--- src/rtl/pipe_stage_skid_pkg.sv ---
// Shared pipeline definitions: default widths, the NOP filler word and
// the default-width {pc, idata} payload bundle used between stages.
package pipe_stage_skid_pkg;

  localparam int unsigned PIPE_DATA_W = 32;
  localparam int unsigned PIPE_PC_W   = 32;

  // RV32 "addi x0, x0, 0", the canonical NOP used to fill bubbles.
  localparam logic [31:0] PIPE_NOP_WORD = 32'h0000_0013;

  typedef struct packed {
    logic [PIPE_PC_W-1:0]   pc;
    logic [PIPE_DATA_W-1:0] idata;
  } pipe_payload_t;

endpackage

--- src/rtl/pipe_entry_reg.sv ---
// One pipeline entry: a valid bit plus payload. Clearing the entry also
// overwrites the payload with the fill value, so an empty entry never
// exposes stale data.
module pipe_entry_reg #(
  parameter int unsigned W    = 64,
  parameter logic [W-1:0] FILL = '0
) (
  input  logic         clk,
  input  logic         reset,
  input  logic         clr,
  input  logic         load,
  input  logic [W-1:0] d,
  output logic         q_valid,
  output logic [W-1:0] q
);

  // Reset and clear win over load; the top never asserts clr and load together.
  always_ff @(posedge clk) begin
    if (reset || clr) begin
      q_valid <= 1'b0;
      q       <= FILL;
    end else if (load) begin
      q_valid <= 1'b1;
      q       <= d;
    end
  end

endmodule

--- src/rtl/pipe_stage_skid.sv ---
// Pipeline register with a two-entry skid buffer. The main entry drives
// the downstream port; the skid entry catches the one beat that can
// arrive while downstream stalls, so up_ready is a pure register and
// never depends on dn_ready.
module pipe_stage_skid
  import pipe_stage_skid_pkg::*;
#(
  parameter int unsigned   DATA_W   = PIPE_DATA_W,
  parameter int unsigned   PC_W     = PIPE_PC_W,
  parameter logic [31:0]   NOP_WORD = PIPE_NOP_WORD,
  parameter logic [PC_W-1:0] PC_RST = '0
) (
  input  logic              clk,
  input  logic              reset,
  input  logic              flush,
  input  logic              up_valid,
  output logic              up_ready,
  input  logic [DATA_W-1:0] up_idata,
  input  logic [PC_W-1:0]   up_pc,
  output logic              dn_valid,
  input  logic              dn_ready,
  output logic [DATA_W-1:0] dn_idata,
  output logic [PC_W-1:0]   dn_pc,
  output logic [1:0]        occupancy
);

  localparam int unsigned PAY_W = DATA_W + PC_W;
  // NOP_WORD is a 32-bit constant; the cast truncates or zero-extends it.
  localparam logic [DATA_W-1:0] NOP_FILL = DATA_W'(NOP_WORD);
  localparam logic [PAY_W-1:0]  PAY_FILL = {PC_RST, NOP_FILL};

  logic             main_valid;
  logic             skid_valid;
  logic [PAY_W-1:0] main_q;
  logic [PAY_W-1:0] skid_q;
  logic [PAY_W-1:0] up_pay;

  logic up_fire;
  logic dn_fire;
  logic main_open;
  logic main_load;
  logic main_clr;
  logic skid_load;
  logic skid_clr;
  logic main_next;
  logic skid_next;
  logic [PAY_W-1:0] main_d;

  assign up_pay = {up_pc, up_idata};

  // Handshake decode and next-entry selection.
  always_comb begin
    up_fire   = up_valid & up_ready;
    dn_fire   = main_valid & dn_ready;
    // Main can take a new beat when it is empty or its beat leaves this edge.
    main_open = ~main_valid | dn_fire;

    // Skid always drains first to keep FIFO order. up_fire implies the
    // skid is empty, so the two sources never compete.
    main_load = ~flush & main_open & (skid_valid | up_fire);
    main_d    = skid_valid ? skid_q : up_pay;
    main_clr  = flush | (main_open & ~skid_valid & ~up_fire);

    skid_load = ~flush & ~main_open & up_fire;
    skid_clr  = flush | (main_open & skid_valid);

    main_next = main_load | (main_valid & ~main_clr & ~main_open);
    skid_next = skid_load | (skid_valid & ~skid_clr);
  end

  pipe_entry_reg #(
    .W    (PAY_W),
    .FILL (PAY_FILL)
  ) u_main (
    .clk     (clk),
    .reset   (reset),
    .clr     (main_clr),
    .load    (main_load),
    .d       (main_d),
    .q_valid (main_valid),
    .q       (main_q)
  );

  pipe_entry_reg #(
    .W    (PAY_W),
    .FILL (PAY_FILL)
  ) u_skid (
    .clk     (clk),
    .reset   (reset),
    .clr     (skid_clr),
    .load    (skid_load),
    .d       (up_pay),
    .q_valid (skid_valid),
    .q       (skid_q)
  );

  // up_ready and occupancy are registered from the next valid bits so they
  // always match the entry state in the same cycle.
  always_ff @(posedge clk) begin
    if (reset) begin
      up_ready  <= 1'b1;
      occupancy <= 2'd0;
    end else begin
      up_ready  <= ~skid_next;
      occupancy <= {1'b0, main_next} + {1'b0, skid_next};
    end
  end

  assign dn_valid = main_valid;
  assign dn_pc    = main_q[PAY_W-1:DATA_W];
  assign dn_idata = main_q[DATA_W-1:0];

endmodule

--- config.mk ---
export PLATFORM = sky130hd
export DESIGN_NAME = pipe_stage_skid
export DESIGN_NICKNAME = d
export VERILOG_FILES = /design/src/rtl/pipe_stage_skid_pkg.sv /design/src/rtl/pipe_entry_reg.sv /design/src/rtl/pipe_stage_skid.sv
export SDC_FILE = /design/constraint.sdc
export NUM_CORES = 1
export LEC_CHECK = 0
export ABC_AREA = 1
export BUFFER_PORTS_ARGS = -buffer_cell sky130_fd_sc_hd__buf_2
export CAP_MARGIN = 5
export CORE_UTILIZATION = 58
export DETAILED_ROUTE_END_ITERATION = 10
export PLACE_DENSITY = 0.92
export SETUP_SLACK_MARGIN = 0.3
export SYNTH_ARGS = -nofsm -noshare
export SYNTH_HDL_FRONTEND = slang
export SYNTH_SLANG_ARGS = --single-unit
--- constraint.sdc ---
create_clock -name clk -period 3.1 [get_ports clk]
set_input_delay 0.155 -clock clk [delete_from_list [all_inputs] [get_ports clk]]
set_output_delay 0.155 -clock clk [all_outputs]
set_load 0.005 [all_outputs]
==> impl_summary.md <==
Synth
The most repeated cell in the gate-level netlist after synthesis is sky130_fd_sc_hd__nand2_1. By area the synthesized netlist is led by sky130_fd_sc_hd__dfxtp_1, sky130_fd_sc_hd__nand2_1, sky130_fd_sc_hd__nor2_1. In the synthesized netlist the async set-or-reset flop fraction comes to 0. Measured against the total synthesized area, the mux share comes to 0. After synthesis, the largest family of logic cells by area is simple AND/OR/NAND/NOR gates. In this run, synthesis produced a sequential element count of 133. In this run the mean area of a mapped cell was 6.413 um^2. The post-synthesis simple-gate area fraction is 0.3934.

The number of different library cells used by synthesis comes to 14. The post-synthesis instance total is 916. Of the total synthesized cell area, the portion taken by XOR and XNOR cells is 0. The share of the yosys chip area belonging to registers is 0.4532.

By count the netlist is led by sky130_fd_sc_hd__nand2_1, sky130_fd_sc_hd__dfxtp_1, sky130_fd_sc_hd__nor2_1. The most used flip-flop cell after synthesis is sky130_fd_sc_hd__dfxtp_1. The adder-cell area share of the yosys netlist is 0.002130. The Yosys warning count is 0. Counting every net in the synthesized netlist gives 986. The netlist area before placement is 5874 um^2. The fraction of synthesized cell area taken by the top area cell type is 0.4532. Counting flops with a built-in enable in the synthesized netlist gives 0. The compound-gate portion of the synthesized area came to 0.05708. Of all cell types, the one taking the most synthesized area is sky130_fd_sc_hd__dfxtp_1.

Clock tree
In this run, CTS created clock tree buffers numbering 17. The total of cells resized after clock tree synthesis is 0. The clock passes through at most 2 buffers. Clock tree synthesis selected as its root buffer the cell sky130_fd_sc_hd__clkbuf_8. The clock tree from TritonCTS is built. The number of H-tree levels is 4. The CTS clock-pin slew for the worst setup and hold paths is 0.06 ns. The later pin in the worst-skew pair is clocked with a latency of 0.51 ns. The tree built by TritonCTS fans out to 133 sinks.

Die
The floorplan has 36 rows. The standard cell core area is 9774 um^2. The floorplan step defined a die boundary enclosing 10,540 um^2. In this run the count of I/O pins placed on the die edge is 137. In this run the vertical extent of the chip is 102.6 um. The initial utilization of the core area, before any placement, comes to 0.6010. The die is 102.6 um wide.

Min path
The worst min-delay path category is in2reg.

Global routing
The global route total overflow is 0. The via count of the first global-routing pass is 5,851. The number of antenna violations at the first check in global routing is 0. The total global-route track usage is 0.3255.

The maximum number of pins on one net before global-route repair is 65. The wire length of the first global-routing pass is 26.61 mm.

Timing
The worst pin sits at a relative slew slack of 0.4481. For the pin with the worst max-slew slack, the measured transition is 0.8260 ns. The sum of negative setup slack is 0 ns. Setup repair after global routing left no endpoint under its margin.

The final critical-path share of the clock period is 0.6979. The worst hold slack is 0.02130 ns. The count of final max-slew check failures is 0. The count of endpoints failing setup in the final report is 0. Across the routed clock network, the largest skew measured is 0.006354 ns.

Derived from the worst setup path, the maximum achievable clock frequency is 462.2 MHz. For the finished layout, the period the worst path requires is 2.164 ns. The hold violation total from the final report is 0.

Status
The run finished with clean final reports.

Placement
The HPWL after detailed placement is 8.667 mm. The quantity of I/O buffers inserted on ports is 136. At the end of routability-driven placement, the weighted congestion stood at 0.8147. The placed instance count is 1,136.

Drt
The DRC violations left is 0. The number of detailed-route iterations in the first pass is 5. In the routed layout, each cell is associated on average with a via count of 5.162. Dividing the detail-routed wire length by the instance count gives 13.57 um. The final layout contains routed wiring with a total length of 16.72 mm. In this run, the number of DRC markers left after iteration 0 of detailed routing was 393. The via count is 6,359. The count of nets left with antenna violations once routing finished came out at 0.

Power
Across the VDD grid, the largest voltage drop is 0.3544 mV. The post-layout total power is 4164 uW. The power density relative to cell area is 532.4 nW/um^2. The analysis attributes to cell leakage a power of 0.003685 uW.

Cells and area
The layout cell share with drive strength beyond 1 is 0.1685. The total number of nets in the final design is 1,155. In the final layout, the multi-input gates occupy 2679 um^2. The number of fill cells is 644. The final cell count without fillers is 1,232. The relative area change from synthesis to final layout is 33.14%. Measured on the finished design, the core utilization comes to 0.8002. In the final layout, flip-flops and latches occupy 2664 um^2.

Setup path
STA classifies the critical path startpoint as a flip-flop. The worst endpoint required time is 3.52 ns. For the worst setup path, the data arrival time is 2.58 ns. The type of element capturing the critical path is a flip-flop.

The worst setup path category is reg2reg. Of all nets on the critical path, the largest fanout is 44.

Flow run
Across the run, the number of max-cap violations was 0.
==> repair_timing <==
action / 4_1_cts / 5_1_grt
hold buffers: 63 / 0
hold endpoints to repair: 68 / 0
buffers inserted: 0 / 0
==> per-stage QoR <==
stage | worst slack (ns) | area [um^2]
5_1_grt | 0.7980 | 7819
4_1_cts | 1.046 | 7819
2_1_floorplan | 1.633 | 5874
6_report | 0.9364 | 7821
3_3_place_gp | 1.172 | 6578
3_5_place_dp | 1.088 | 6578
==> area by class of cell <==
| class | count | area share |
|---|---|---|
| Tap cell | 133 | 0.02128 |
| Inverter | 70 | 0.03359 |
| Clock inverter | 8 | 0.01536 |
| Multi-Input combinational cell | 654 | 0.3425 |
| Timing Repair Buffer | 209 | 0.1837 |
| Antenna cell | 1 | 0.0003199 |
| Clock buffer | 24 | 0.06271 |
| Sequential cell | 133 | 0.3406 |
==> flip-flops by register name, indices dropped and copies added (netlist names) <==
name            count
u_main.q_valid      1
u_skid.q_valid      1
occupancy           2
up_ready            1
u_skid.q           64
u_main.q           64
==> layer usage <==
metal,global-route usage,routed length (um),vias up
met5,0,0,-
met4,0.1714,603,0
met3,0.07661,1265,65
met2,0.5538,8258,327
met1,0.3809,6590,2843
li1,-,-,3124
==> placed cells by master, fill, tap and decap left out <==
cell type / instances
sky130_fd_sc_hd__nand2_1: 389
sky130_fd_sc_hd__buf_2: 136
sky130_fd_sc_hd__dfxtp_1: 132
sky130_fd_sc_hd__nor2_1: 124
sky130_fd_sc_hd__nand3_1: 72
sky130_fd_sc_hd__inv_1: 68
sky130_fd_sc_hd__dlygate4sd3_1: 63
sky130_fd_sc_hd__a21oi_1: 62
sky130_fd_sc_hd__clkbuf_16: 16
sky130_fd_sc_hd__clkbuf_8: 6
sky130_fd_sc_hd__buf_4: 6
sky130_fd_sc_hd__buf_12: 4
sky130_fd_sc_hd__clkinv_2: 3
sky130_fd_sc_hd__bufinv_16: 3
sky130_fd_sc_hd__inv_2: 2
sky130_fd_sc_hd__nand3_2: 2
sky130_fd_sc_hd__a21oi_4: 2
sky130_fd_sc_hd__clkbuf_1: 2
sky130_fd_sc_hd__clkinvlp_4: 2
sky130_fd_sc_hd__diode_2: 1
sky130_fd_sc_hd__nand2_2: 1
sky130_fd_sc_hd__nor2_4: 1
sky130_fd_sc_hd__ha_1: 1
sky130_fd_sc_hd__dfxtp_2: 1
==> critical path, stage by stage, from the launching register on <==
cell and delay (ns):
sky130_fd_sc_hd__dfxtp_2 0.56, sky130_fd_sc_hd__inv_2 0.26, sky130_fd_sc_hd__nand3_1 0.16, sky130_fd_sc_hd__nand3_2 0.36
sky130_fd_sc_hd__buf_4 0.44, sky130_fd_sc_hd__a21oi_1 0.25
==> where the power goes <==
| group | total (uW) | switching, uW | internal (uW) |
|---|---|---|---|
| combinational | 368 | 208 | 160 |
| sequential | 1740 | 10.5 | 1730 |
| clock | 2060 | 729 | 1330 |
| total | 4160 | 947 | 3220 |
==> kinds of logic (layout without fill, tap and decap cells) <==
group,Yosys count,count (layout)
and+or+nand+nor,589,589
DFF,133,133
buffers and inverters,129,311
AOI/OAI and AO/OA,64,64
adders and majority gates,1,1
other,0,1
==> worst paths after layout <==
path,start,endpoint,slack (ns),depth (start not counted)
min,up_idata[22],u_skid.q[22]$_SDFFE_PP0P_,0.02,5
min reg2reg,u_main.q[20]$_SDFFE_PP0N_,u_main.q[20]$_SDFFE_PP0N_,0.46,2
max reg2reg,u_skid.q_valid$_SDFFE_PP0P_,u_main.q[41]$_SDFFE_PP0N_,0.94,5
max,u_skid.q_valid$_SDFFE_PP0P_,u_main.q[41]$_SDFFE_PP0N_,0.94,5
Note: power is estimated with default switching activity, not from simulation.
